## src/rtl/sram_access_engine.sv

```systemverilog
// Purpose: executes one multiplexed access per ce slot against an async 8-bit SRAM; CPU/PPU read latches.
// Latency: accept at E0 -> read data in latch after E0+1+WAIT_STATES; pins registered, SETUP/STROBE/HOLD.
// Backpressure: none; a command arriving in SETUP/STROBE is dropped and flags sticky overrun.
module sram_access_engine #(
    parameter int ADDR_W      = 22,
    parameter int WAIT_STATES = 2
) (
    input  logic              clk,
    input  logic              reset_n,
    input  logic              ce,
    input  logic [21:0]       memory_addr,
    input  logic              memory_read_cpu,
    input  logic              memory_read_ppu,
    input  logic              memory_write,
    input  logic [7:0]        memory_din,
    output logic [7:0]        cpu_dout,
    output logic [7:0]        ppu_dout,
    output logic              cpu_valid,
    output logic              ppu_valid,
    output logic              busy,
    output logic              overrun,
    output logic [ADDR_W-1:0] sram_addr,
    output logic [7:0]        sram_dq_out,
    output logic              sram_dq_oe,
    input  logic [7:0]        sram_dq_in,
    output logic              sram_ce_n,
    output logic              sram_oe_n,
    output logic              sram_we_n
);

    typedef enum logic [1:0] {S_IDLE, S_SETUP, S_STROBE, S_HOLD} state_t;

    localparam logic [3:0] CNT_INIT = 4'(WAIT_STATES - 1);

    state_t            state_q, state_d;
    logic [3:0]        cnt_q, cnt_d;
    logic              op_wr_q, op_wr_d;
    logic              op_rc_q, op_rc_d;
    logic              op_rp_q, op_rp_d;
    logic [ADDR_W-1:0] addr_q, addr_d;
    logic [7:0]        dq_q, dq_d;
    logic [7:0]        cpu_dout_q, cpu_dout_d;
    logic [7:0]        ppu_dout_q, ppu_dout_d;
    logic              cpu_valid_q, cpu_valid_d;
    logic              ppu_valid_q, ppu_valid_d;
    logic              busy_q, busy_d;
    logic              overrun_q, overrun_d;
    logic              dq_oe_q, dq_oe_d;
    logic              ce_n_q, ce_n_d;
    logic              oe_n_q, oe_n_d;
    logic              we_n_q, we_n_d;

    logic any_op, accept, drop;

    // Next-state, capture and next pin values; pins are derived from the next state so they are registered.
    always_comb begin
        any_op      = memory_write | memory_read_cpu | memory_read_ppu;
        accept      = ce && any_op && (state_q == S_IDLE || state_q == S_HOLD);
        drop        = ce && any_op && (state_q == S_SETUP || state_q == S_STROBE);

        state_d     = state_q;
        cnt_d       = cnt_q;
        op_wr_d     = op_wr_q;
        op_rc_d     = op_rc_q;
        op_rp_d     = op_rp_q;
        addr_d      = addr_q;
        dq_d        = dq_q;
        cpu_dout_d  = cpu_dout_q;
        ppu_dout_d  = ppu_dout_q;
        cpu_valid_d = 1'b0;
        ppu_valid_d = 1'b0;
        overrun_d   = overrun_q | drop;

        case (state_q)
            S_SETUP: begin
                state_d = S_STROBE;
                cnt_d   = CNT_INIT;
            end
            S_STROBE: begin
                if (cnt_q == 4'd0) begin
                    // Last strobe cycle: data bus is stable while oe_n is still low.
                    state_d = S_HOLD;
                    if (op_rc_q) begin
                        cpu_dout_d  = sram_dq_in;
                        cpu_valid_d = 1'b1;
                    end
                    if (op_rp_q) begin
                        ppu_dout_d  = sram_dq_in;
                        ppu_valid_d = 1'b1;
                    end
                end else begin
                    cnt_d = cnt_q - 4'd1;
                end
            end
            S_HOLD:  state_d = S_IDLE;
            default: state_d = S_IDLE;
        endcase

        // A write takes precedence; read flags then do not matter.
        if (accept) begin
            state_d = S_SETUP;
            op_wr_d = memory_write;
            op_rc_d = ~memory_write & memory_read_cpu;
            op_rp_d = ~memory_write & memory_read_ppu;
            addr_d  = memory_addr[ADDR_W-1:0];
            dq_d    = memory_din;
        end

        ce_n_d  = (state_d == S_IDLE);
        oe_n_d  = ~((state_d == S_STROBE) && !op_wr_d);
        we_n_d  = ~((state_d == S_STROBE) && op_wr_d);
        dq_oe_d = (state_d != S_IDLE) && op_wr_d;
        busy_d  = (state_d == S_SETUP) || (state_d == S_STROBE);
    end

    // State, latches and pin registers; reset releases every strobe at once.
    always_ff @(posedge clk or negedge reset_n) begin
        if (!reset_n) begin
            state_q     <= S_IDLE;
            cnt_q       <= 4'd0;
            op_wr_q     <= 1'b0;
            op_rc_q     <= 1'b0;
            op_rp_q     <= 1'b0;
            addr_q      <= '0;
            dq_q        <= 8'd0;
            cpu_dout_q  <= 8'd0;
            ppu_dout_q  <= 8'd0;
            cpu_valid_q <= 1'b0;
            ppu_valid_q <= 1'b0;
            busy_q      <= 1'b0;
            overrun_q   <= 1'b0;
            dq_oe_q     <= 1'b0;
            ce_n_q      <= 1'b1;
            oe_n_q      <= 1'b1;
            we_n_q      <= 1'b1;
        end else begin
            state_q     <= state_d;
            cnt_q       <= cnt_d;
            op_wr_q     <= op_wr_d;
            op_rc_q     <= op_rc_d;
            op_rp_q     <= op_rp_d;
            addr_q      <= addr_d;
            dq_q        <= dq_d;
            cpu_dout_q  <= cpu_dout_d;
            ppu_dout_q  <= ppu_dout_d;
            cpu_valid_q <= cpu_valid_d;
            ppu_valid_q <= ppu_valid_d;
            busy_q      <= busy_d;
            overrun_q   <= overrun_d;
            dq_oe_q     <= dq_oe_d;
            ce_n_q      <= ce_n_d;
            oe_n_q      <= oe_n_d;
            we_n_q      <= we_n_d;
        end
    end

    assign cpu_dout    = cpu_dout_q;
    assign ppu_dout    = ppu_dout_q;
    assign cpu_valid   = cpu_valid_q;
    assign ppu_valid   = ppu_valid_q;
    assign busy        = busy_q;
    assign overrun     = overrun_q;
    assign sram_addr   = addr_q;
    assign sram_dq_out = dq_q;
    assign sram_dq_oe  = dq_oe_q;
    assign sram_ce_n   = ce_n_q;
    assign sram_oe_n   = oe_n_q;
    assign sram_we_n   = we_n_q;

endmodule

```

## config.mk

```make
export PLATFORM = sky130hd
export DESIGN_NAME = sram_access_engine
export DESIGN_NICKNAME = d
export VERILOG_FILES = /design/src/rtl/sram_access_engine.sv
export SDC_FILE = /design/constraint.sdc
export NUM_CORES = 1
export LEC_CHECK = 0
export ABC_AREA = 1
export BUFFER_PORTS_ARGS = -buffer_cell sky130_fd_sc_hd__buf_4
export CORE_MARGIN = 5
export CORE_UTILIZATION = 44
export DETAILED_ROUTE_END_ITERATION = 16
export PLACE_DENSITY = 0.88
export SLEW_MARGIN = 20
export SYNTH_ARGS = -nofsm -noshare
export SYNTH_HDL_FRONTEND = slang
export SYNTH_SLANG_ARGS = --single-unit
export TNS_END_PERCENT = 5
```

## constraint.sdc

```tcl
create_clock -name clk -period 1.5 [get_ports clk]
set_input_delay 0.075 -clock clk [delete_from_list [all_inputs] [get_ports clk]]
set_output_delay 0.075 -clock clk [all_outputs]
set_load 0.05 [all_outputs]
```

# Yosys cells after proc, flatten, opt, wreduce, memory -nomap -nowiden
# Cells that the tools add are included.
[word_totals]
register_bits = 63
out_inout_bits = 54
inputBits = 44
elab_cells = 62
[op_classes]
mux = 12
n_bitwise = 8
reduce_logical = 18
add_sub_neg = 1
n_eq_ne = 6
[ops]
columns = ["cell", "n"]
rows = [
  ["4-bit one-hot mux with 2 select lines", 1],
  ["1-bit 2-to-1 mux", 7],
  ["2-bit == test, second input constant", 3],
  ["1-bit logical AND", 6],
  ["3-bit AND reduction", 2],
  ["2-bit by 1-bit == test with 1-bit output, second input constant", 2],
  ["2-bit logical NOT", 2],
  ["4-bit logical NOT", 1],
  ["2-bit 2-to-1 mux", 2],
  ["4-bit 2-to-1 mux", 1],
  ["2-bit one-hot mux with 2 select lines", 1],
  ["2-bit nonzero test", 2],
  ["4-bit by 1-bit subtractor with 4-bit output, second input constant", 1],
  ["1-bit logical OR", 3],
  ["1-bit inverter", 3],
  ["1-bit bitwise OR", 3],
  ["1-bit bitwise AND", 2],
  ["2-bit != test, second input constant", 1],
  ["2-bit AND reduction", 1],
  ["1-bit logical NOT", 1],
]

# Logic depth before layout (Yosys ltp)
# Gate-level depths: netlist of the first run.
[depth]
ltp_word = 8
depth_mapped = 9
depth_no_buf = 9

# Worst setup path before layout of the first run
# Ideal clock, no wire load.
[synth_path]
path_type = "reg-to-reg"
from = "register state_q[0]"
to = "register busy_q (netlist: busy)"
t_arrival_ns = 1.356
stages_incl_launch_ff = 8
setup_slack_ns = 0.018
setup_ns = 0.126
path_buffers = 1
period_less_slack_ns = 1.482
required_ns = 1.374
cell_sequence = "dfrtp_1 > inv_1 > ha_1 > nand3_2 > clkbuf_2 > nand2_1 > inv_1 > ha_1"
[synth_via]
elab_chain_len = 6
[synth_rtl]
columns = ["item", "line_no", "text"]
rows = [
  ["from (decl)", "35", "state_t state_q, state_d;"],
  ["from (signal assigned)", "137", "state_q <= state_d;"],
  ["branches (longest 3 deep; another with 2-bit == test)", "--", ""],
  ["2-bit 2-to-1 mux (*)", "100", "if (accept) begin"],
  ["named net state_d[0]", "35", ""],
  ["2-bit by 1-bit == test with 1-bit output / 2-bit == test (equally long branches)", "113", "busy_d = (state_d == S_SETUP) || (state_d == S_STROBE);"],
  ["1-bit logical OR (*)", "113", ""],
  ["named net busy_d", "46", "logic busy_q, busy_d;"],
  ["to (signal assigned)", "148", "busy_q <= busy_d;"],
  ["to (decl)", "46", ""],
]
# Mark *: on every way through the listed nets, which the timed path passes.
# A chain may end at the register's enable or synchronous reset.

# Final worst setup path of the first run
# Ends and elaborated chain as after synthesis.

==> results of run 1 <==
## power by group
| group | switching, mW | leakage, nW | total (mW) | internal, mW |
|---|---|---|---|---|
| Clock | 0.630 | 0.110 | 1.61 | 0.977 |
| Sequential | 0.480 | 0.759 | 3.00 | 2.52 |
| Combinational | 3.91 | 1.27 | 5.64 | 1.74 |
| Total | 5.02 | 2.14 | 10.3 | 5.24 |
## cells in the mapped netlist, types with 3 or more instances
library cell,count,area [µm²]
nand2_1,63,236
dfrtp_1,60,1500
inv_1,51,191
o21ai_0,22,110
o21ai_2,16,140
o21ai_1,12,60.1
ha_1,6,75.1
buf_6,5,56.3
buf_4,3,22.5
dfstp_2,3,78.8
nand2_2,3,18.8
nand3_1,3,15.0
nor2_1,3,11.3
## cell usage in the layout, fill, tap and decap left out, types with 4 or more instances in the layout
| cell | n |
|---|---|
| ha_1 | 5 |
| inv_1 | 49 |
| dfrtp_1 | 60 |
| o21ai_2 | 16 |
| nand2_2 | 4 |
| nand2_1 | 62 |
| o21ai_1 | 12 |
| o21ai_0 | 22 |
| dlygate4sd3_1 | 25 |
| buf_4 | 100 |
| clkbuf_8 | 10 |
## per-layer routing
metal	track usage	wire, µm
met1	0.206	2420
met2	0.305	3390
met3	0.0520	460
met4	0.0851	187
met5	0	0
## layout make-up
type,instances,area (µm²)
Clock buffer,12,145
Clock inverter,4,70.1
Fill cell,418,1960
Inverter,52,195
Multi-Input combinational cell,139,764
Sequential cell,63,1580
Tap cell,75,93.8
Timing Repair Buffer,128,1040
## state kept, by name, summed over array words and instances, names as in the netlist, 2 cells and up
signal and count:
ppu_dout 8, sram_addr 22, sram_dq_out 8, cnt_q 4, state_q 2, cpu_dout 8
## tightest hold or removal path, cell delays in order
cell and delay, ps:
buf_4 110, inv_1 40, o21ai_0 80
## path summary, 6_finish.rpt
check,from,to,slack [ps],depth (start not counted)
max reg2reg,state_q[0],busy,40,6
min,memory_addr[9],sram_addr[9],10,3
min reg2reg,ppu_dout[6],ppu_dout[6],490,2
min in group asynchronous,reset_n,sram_addr[3],190,2
max in group asynchronous,reset_n,sram_ce_n,720,3
max,state_q[0],busy,40,6
## repair_timing
item,in CTS,in global routing
setup endpoints to repair,0,41
hold buffers,25,0
hold endpoints to repair,54,0
setup buffers,0,2
gates resized for setup,0,6
## logic make-up after synthesis
group	Yosys count	share of synthesized area
AOI/OAI and AO/OA	53	0.127
xor gates and xnor gates	1	0.00335
adders and majority gates	6	0.0287
buffers and inverters	61	0.107
DFF	63	0.603
and+or+nand+nor	79	0.131
## per-stage QoR
stage | setup slack (ps) | utilization | cell area (µm²)
5_1_grt | -69.3 | 0.665 | 3890
2_1_floorplan | 17.7 | - | 2620
3_5_place_dp | 37.7 | 0.581 | 3400
3_3_place_gp | 69.0 | 0.581 | 3400
6_report | 42.2 | 0.665 | 3890
4_1_cts | 5.67 | 0.661 | 3860
==> results.json, run 1 <==
{
  "slew_viol_final": 0,
  "cp-start-kind": "register",
  "drc_errors": 0,
  "die_area_mm2": 0.00759,
  "first_pass_iters": 4,
  "grt_pass1_wl_mm": 10.6,
  "fp.dieW_um": 87.1,
  "hp-class": "in2reg",
  "cts.root.buffer_cell": "clkbuf_8",
  "finalHoldViolCount": 0,
  "via_per_inst": 4.62,
  "drt_iter0_drc": 78,
  "fin_setup_tns_ps": 0,
  "holdWs_ps": 12.9,
  "wire_per_inst_um": 13.6,
  "rsz0062_at_grt": "true",
  "grt-ovfl-total": 0,
  "synth-async-reset-ratio": 1.00,
  "crit_chain": "inv_1, ha_2, nand3_2, nand2_2, inv_1, ha_1",
  "period_needed_ps": 1460,
  "vdd_drop_max_mv": 1.47,
  "grt_pass1_vias": 2300,
  "drive_above_1_share": 0.379,
  "slew_headroom": 0.751,
  "io_pins": 98,
  "outcome": "completed",
  "core_mm2": 0.00585,
  "vias": 2185,
  "routed_wl_mm": 6.46,
  "max_freq_ghz": 0.686,
  "h-tree-depth": 3,
  "layout.cells.non_filler": 473,
  "syn_nets": 313,
  "synth.ff_latch_count": 63,
  "avgSynthCellArea_um2": 9.96,
  "cts_max_path_buffers": 2,
  "fp.dieH_um": 87.1,
  "fin_crit_sh": 0.972,
  "numCtsBuffers": 9,
  "arrival_ps": 1670,
  "insertion_delay_ps": 340,
  "path_common_cell": "inv_1",
  "synth-edff-count": 0,
  "final.setup_skew_ps": 11.1,
  "synth_ff_type": "dfrtp_1",
  "path_clk_slew_ps": 80,
  "initial_core_util": 0.448,
  "fin_nets": 443,
  "cp.required_ps": 1710,
  "seq_area_frac_synth": 0.603,
  "dp.cells": 430,
  "yosysWarnings": 0,
  "p_total_mw": 10.3,
  "syn2layout_area_growth_pct": 48.6,
  "yosysUniqueCellTypes": 24,
  "std_cell_rows": 28,
  "cts_tree": "done",
  "cp_max_fo": 3,
  "p_leak_nw": 2.14,
  "max_slew.worst_pin.slew_ps": 374,
  "finalWeightedCongestion": 0.772,
  "grt_max_degree": 41,
  "cp_top_family": "adder cells",
  "cts_num_sinks": 63,
  "setup_viol": 0,
  "ant_nets": 0,
  "groute.usage.overall": 0.179,
  "portBuffers": 97,
  "end_kind": "register",
  "syn_area_mm2": 0.00262,
  "slowest_delay_ps": 350,
  "diodes": 0,
  "crit_buf_inv": 2,
  "p_per_area_mw_per_mm2": 2630,
  "critPathKind": "reg2reg",
  "dp_hpwl_mm": 4.25,
  "synthCells": 263,
  "antenna_found_initial": 0,
  "critPathSlowestCell": "dfrtp_1",
  "cap_violations": 0
}
(Power assumes the default switching activity.)
==> run 2: changes to the inputs <==
--- a/config.mk
+++ b/config.mk
@@ -10,6 +10,7 @@
 export CORE_MARGIN = 5
 export CORE_UTILIZATION = 44
 export DETAILED_ROUTE_END_ITERATION = 16
+export HOLD_SLACK_MARGIN = 0.1
 export PLACE_DENSITY = 0.88
 export SLEW_MARGIN = 20
 export SYNTH_ARGS = -nofsm -noshare
==> results.json, run 2 (synthesis results as in run 1) <==
{
  "drt_iter0_drc": 70,
  "crit_chain": "inv_1, ha_2, nand3_2, nand2_2, inv_1, ha_1",
  "dp_hpwl_mm": 4.25,
  "cts_num_sinks": 63,
  "drive_above_1_share": 0.363,
  "max_freq_ghz": 0.684,
  "drc_errors": 0,
  "use_met1": 0.212,
  "critPathSlowestCell": "dfrtp_1",
  "outcome": "completed",
  "gr-usage-met2": 0.328,
  "routed_wl_mm": 6.81,
  "finalHoldViolCount": 0,
  "grt_pass1_wl_mm": 11.2,
  "slowest_delay_ps": 350,
  "dp.cells": 430,
  "numCtsBuffers": 9,
  "period_needed_ps": 1460,
  "diodes": 0,
  "end_kind": "register",
  "cts_max_path_buffers": 2,
  "portBuffers": 97,
  "die_area_mm2": 0.00759,
  "first_pass_iters": 4,
  "syn2layout_area_growth_pct": 55.5,
  "largest_reg_flops": 22,
  "vdd_drop_max_mv": 1.77,
  "grt_max_degree": 41,
  "arrival_ps": 1660,
  "grt-ovfl-total": 0,
  "io_pins": 98,
  "cts.root.buffer_cell": "clkbuf_8",
  "fin_crit_sh": 0.974,
  "fin_nets": 461,
  "final_common_cell": "buf_4",
  "cap_violations": 0,
  "finalWeightedCongestion": 0.772,
  "placed_area_mm2": 0.00340,
  "cp_max_fo": 3,
  "std_cell_rows": 28,
  "path_common_cell": "inv_1",
  "path_clk_slew_ps": 70,
  "cp.required_ps": 1700,
  "fp.dieW_um": 87.1,
  "setup_viol": 0,
  "cts_tree": "done",
  "final_area_mm2": 0.00407,
  "insertion_delay_ps": 330,
  "vias": 2238,
  "met3_usage": 0.0643,
  "groute.usage.overall": 0.189,
  "hp-class": "in2reg",
  "layout.cells.non_filler": 491,
  "slew_headroom": 0.748,
  "p_leak_nw": 2.21,
  "initial_core_util": 0.448,
  "fp.dieH_um": 87.1,
  "layout_common_cells": "100 x buf_4, 62 x nand2_1, 60 x dfrtp_1, 49 x inv_1, 43 x dlygate4sd3_1",
  "max_slew.worst_pin.slew_ps": 378,
  "cp-start-kind": "register",
  "slew_viol_final": 0,
  "antenna_found_initial": 0,
  "final.setup_skew_ps": 11.5,
  "wire_per_inst_um": 13.9,
  "core_mm2": 0.00585,
  "grt_most_used_layer": "met2",
  "critPathKind": "reg2reg",
  "via_per_inst": 4.56,
  "fin_util": 0.696,
  "ant_nets": 0,
  "p_per_area_mw_per_mm2": 2530,
  "h-tree-depth": 3,
  "grt_pass1_vias": 2412,
  "rsz0062_at_grt": "true"
}
==> run 2: cell types whose count changed in the layout (fill, tap and decap cells not counted) <==
cell / change
dlygate4sd3_1: +18
==> run 2: power by group <==
part           total (mW)  internal (mW)  switching (mW)  leakage (nW)
logic                5.68           1.77            3.92          1.34
clock network        1.60          0.978           0.626         0.110
registers            3.01           2.52           0.484         0.759
total                10.3           5.27            5.03          2.21
==> run 2: repair_timing <==
item                                    CTS  global route
hold buffers                             43             0
hold endpoints to repair                110             0
resized for setup                         0             6
buffers inserted                          0             2
endpoints found under the setup margin    0            42
==> run 2: critical path, delay by kind of cell (launching register included) <==
| family | cells | cell delay (ps) |
|---|---|---|
| DFF | 1 | 350 |
| and+or+nand+nor | 2 | 230 |
| buffers and inverters | 2 | 130 |
| adders and majority gates | 2 | 620 |
==> run 2: final cells by class <==
class / count / area [µm²]
clock buffers: 12 / 145
clock inverters: 4 / 70.1
fillers: 388 / 1780
inverters: 52 / 195
multi-input cells: 139 / 764
flip-flops and latches: 63 / 1580
well taps: 75 / 93.8
repair buffers: 146 / 1220
==> run 2: worst paths after layout <==
check                      slack, ps      endpoint         start  depth (start not counted)
max                               40          busy    state_q[0]                          6
min                              140     sram_we_n  memory_write                          4
max reg2reg                       40          busy    state_q[0]                          6
min reg2reg                      490   ppu_dout[6]   ppu_dout[6]                          2
max in group asynchronous        710     sram_ce_n       reset_n                          3
min in group asynchronous        210  sram_addr[3]       reset_n                          2
==> run 2: metrics by stage <==
stage	TNS [ps]	hold WS [ps]	total power [mW]	setup WS, ps
detailed placement	0	18.1	8.48	37.7
global placement	0	11.1	8.32	69.0
CTS	0	109	10.2	5.67
finish	0	141	10.3	38.6
floorplan	0	-221	6.88	17.7
global route	-272	139	10.9	-62.0
==> run 2: layer usage <==
metal / vias to the layer above / share of wire
li1: 1101 / -
met1: 1049 / 0.38
met2: 71 / 0.54
met3: 17 / 0.063
met4: 0 / 0.020
met5: - / 0
==> run 3: changes to the inputs <==
--- a/config.mk
+++ b/config.mk
@@ -7,6 +7,7 @@
 export LEC_CHECK = 0
 export ABC_AREA = 1
 export BUFFER_PORTS_ARGS = -buffer_cell sky130_fd_sc_hd__buf_4
+export CAP_MARGIN = 20
 export CORE_MARGIN = 5
 export CORE_UTILIZATION = 44
 export DETAILED_ROUTE_END_ITERATION = 16
==> constraint.sdc (replaced) <==
create_clock -name clk -period 1.5 [get_ports clk]
set_input_delay 0.375 -clock clk [delete_from_list [all_inputs] [get_ports clk]]
set_output_delay 0.375 -clock clk [all_outputs]
set_load 0.05 [all_outputs]
==> results.json, run 3 (synthesis results as in run 1) <==
{
  "outcome": "completed",
  "cp.required_ps": 1710,
  "end_kind": "register",
  "layout_common_cells": "100 x buf_4, 62 x nand2_1, 60 x dfrtp_1, 49 x inv_1, 22 x o21ai_0",
  "critPathKind": "reg2reg",
  "slowest_delay_ps": 400,
  "final_common_cell": "buf_4",
  "cts_num_sinks": 63,
  "initial_core_util": 0.448,
  "max_freq_ghz": 0.696,
  "path_clk_slew_ps": 80,
  "setup_viol": 0,
  "syn2layout_area_growth_pct": 40.2,
  "arrival_ps": 1650,
  "grt_pass1_wl_mm": 9.51,
  "dp.cells": 431,
  "slew_headroom": 0.742,
  "antenna_found_initial": 0,
  "fin_nets": 419,
  "std_cell_rows": 28,
  "drive_above_1_share": 0.406,
  "fin_crit_sh": 0.957,
  "portBuffers": 97,
  "fp.dieH_um": 87.1,
  "max_slew.worst_pin.slew_ps": 387,
  "largest_reg_flops": 22,
  "multi_input_area_um2": 782,
  "final.setup_skew_ps": 12.5,
  "period_needed_ps": 1440,
  "dp_hpwl_mm": 4.33,
  "die_area_mm2": 0.00759,
  "groute.usage.overall": 0.161,
  "fill_cells": 487,
  "vias": 2043,
  "grt-ovfl-total": 0,
  "h-tree-depth": 3,
  "cap_violations": 0,
  "grt_max_degree": 40,
  "critPathSlowestCell": "dfrtp_1",
  "hp-class": "in2reg",
  "grt_pass1_vias": 2135,
  "diodes": 0,
  "seqCellArea_mm2": 0.00158,
  "routed_wl_mm": 5.85,
  "finalWeightedCongestion": 0.782,
  "slew_viol_final": 0,
  "cp_max_fo": 4,
  "cp-start-kind": "register",
  "drt_iter0_drc": 99,
  "finalHoldViolCount": 0,
  "via_per_inst": 4.55,
  "fp.dieW_um": 87.1,
  "reg2reg_slack_ps": 60,
  "crit_chain": "inv_2, ha_1, nand2_2, nand2_1, nand2_1, nand2_2, inv_1, ha_1",
  "wire_per_inst_um": 13.0,
  "core_mm2": 0.00585,
  "ant_nets": 0,
  "cts_max_path_buffers": 2,
  "io_pins": 98,
  "drc_errors": 0,
  "cts.root.buffer_cell": "clkbuf_8",
  "first_pass_iters": 4,
  "cts_tree": "done",
  "numCtsBuffers": 9,
  "insertion_delay_ps": 340,
  "layout.cells.non_filler": 449
}
run 3: cell types whose count changed in the layout (fill, tap and decap cells not counted), sizes merged:
cell and change:
clkinv -1, clkinvlp +2, dlygate4sd3 -42, bufinv -1
run 3: what timing repair did:
item,4_1_cts,5_1_grt
setup endpoints to repair,0,42
gates resized for setup,0,10
hold buffers,1,0
buffers inserted,0,1
endpoints found under the hold margin,25,0
run 3: worst paths after layout:
kind	start	endpoint	cells after the start
max in group asynchronous	reset_n	sram_addr[15]	3
hold reg to reg	sram_addr[7]	sram_addr[7]	2
hold / removal	memory_addr[5]	sram_addr[5]	3
setup / recovery	cnt_q[0]	busy	8
min in group asynchronous	reset_n	op_wr_q	2
setup reg to reg	cnt_q[0]	busy	8
run 3: final cells by class:
class                      instances  share of cell area
clock buffer                      12              0.0423
clock inverter                     4              0.0147
inverter                          52              0.0532
multi-input combinational        139               0.213
sequential                        63               0.430
tap                               75              0.0256
timing repair buffer             104               0.221
run 3: per-layer routing:
metal  up-vias  track usage  share of wire
li1       1015            -              -
met1       951        0.184           0.40
met3         9       0.0634          0.074
met2        68        0.276           0.52
met5         -            0              0
met4         0       0.0544          0.011
run 3: stage by stage:
stage | TNS (ps) | cell area, µm² | setup slack, ps | util | hold WS, ps
after global placement | 0 | 3410 | 69.7 | 0.582 | 323
final | 0 | 3670 | 64.2 | 0.627 | 275
after global routing | -22.7 | 3670 | -22.7 | 0.627 | 266
after detailed placement | 0 | 3410 | 33.2 | 0.582 | 322
after floorplan | 0 | 2620 | 17.7 | - | 79.4
after CTS | 0 | 3630 | 26.3 | 0.620 | 273
run 3: critical path, delay by kind of cell (launching register included):
kind | cells | cell delay (ps)
buffers and inverters | 2 | 150
adder cells (fa/ha/maj) | 2 | 450
flip-flops | 1 | 400
AND/OR/NAND/NOR | 4 | 330
Power of run 3 is left out: the tool's default activity adds up to more than one toggle a clock period on the data nets, which glitch-free logic cannot reach.
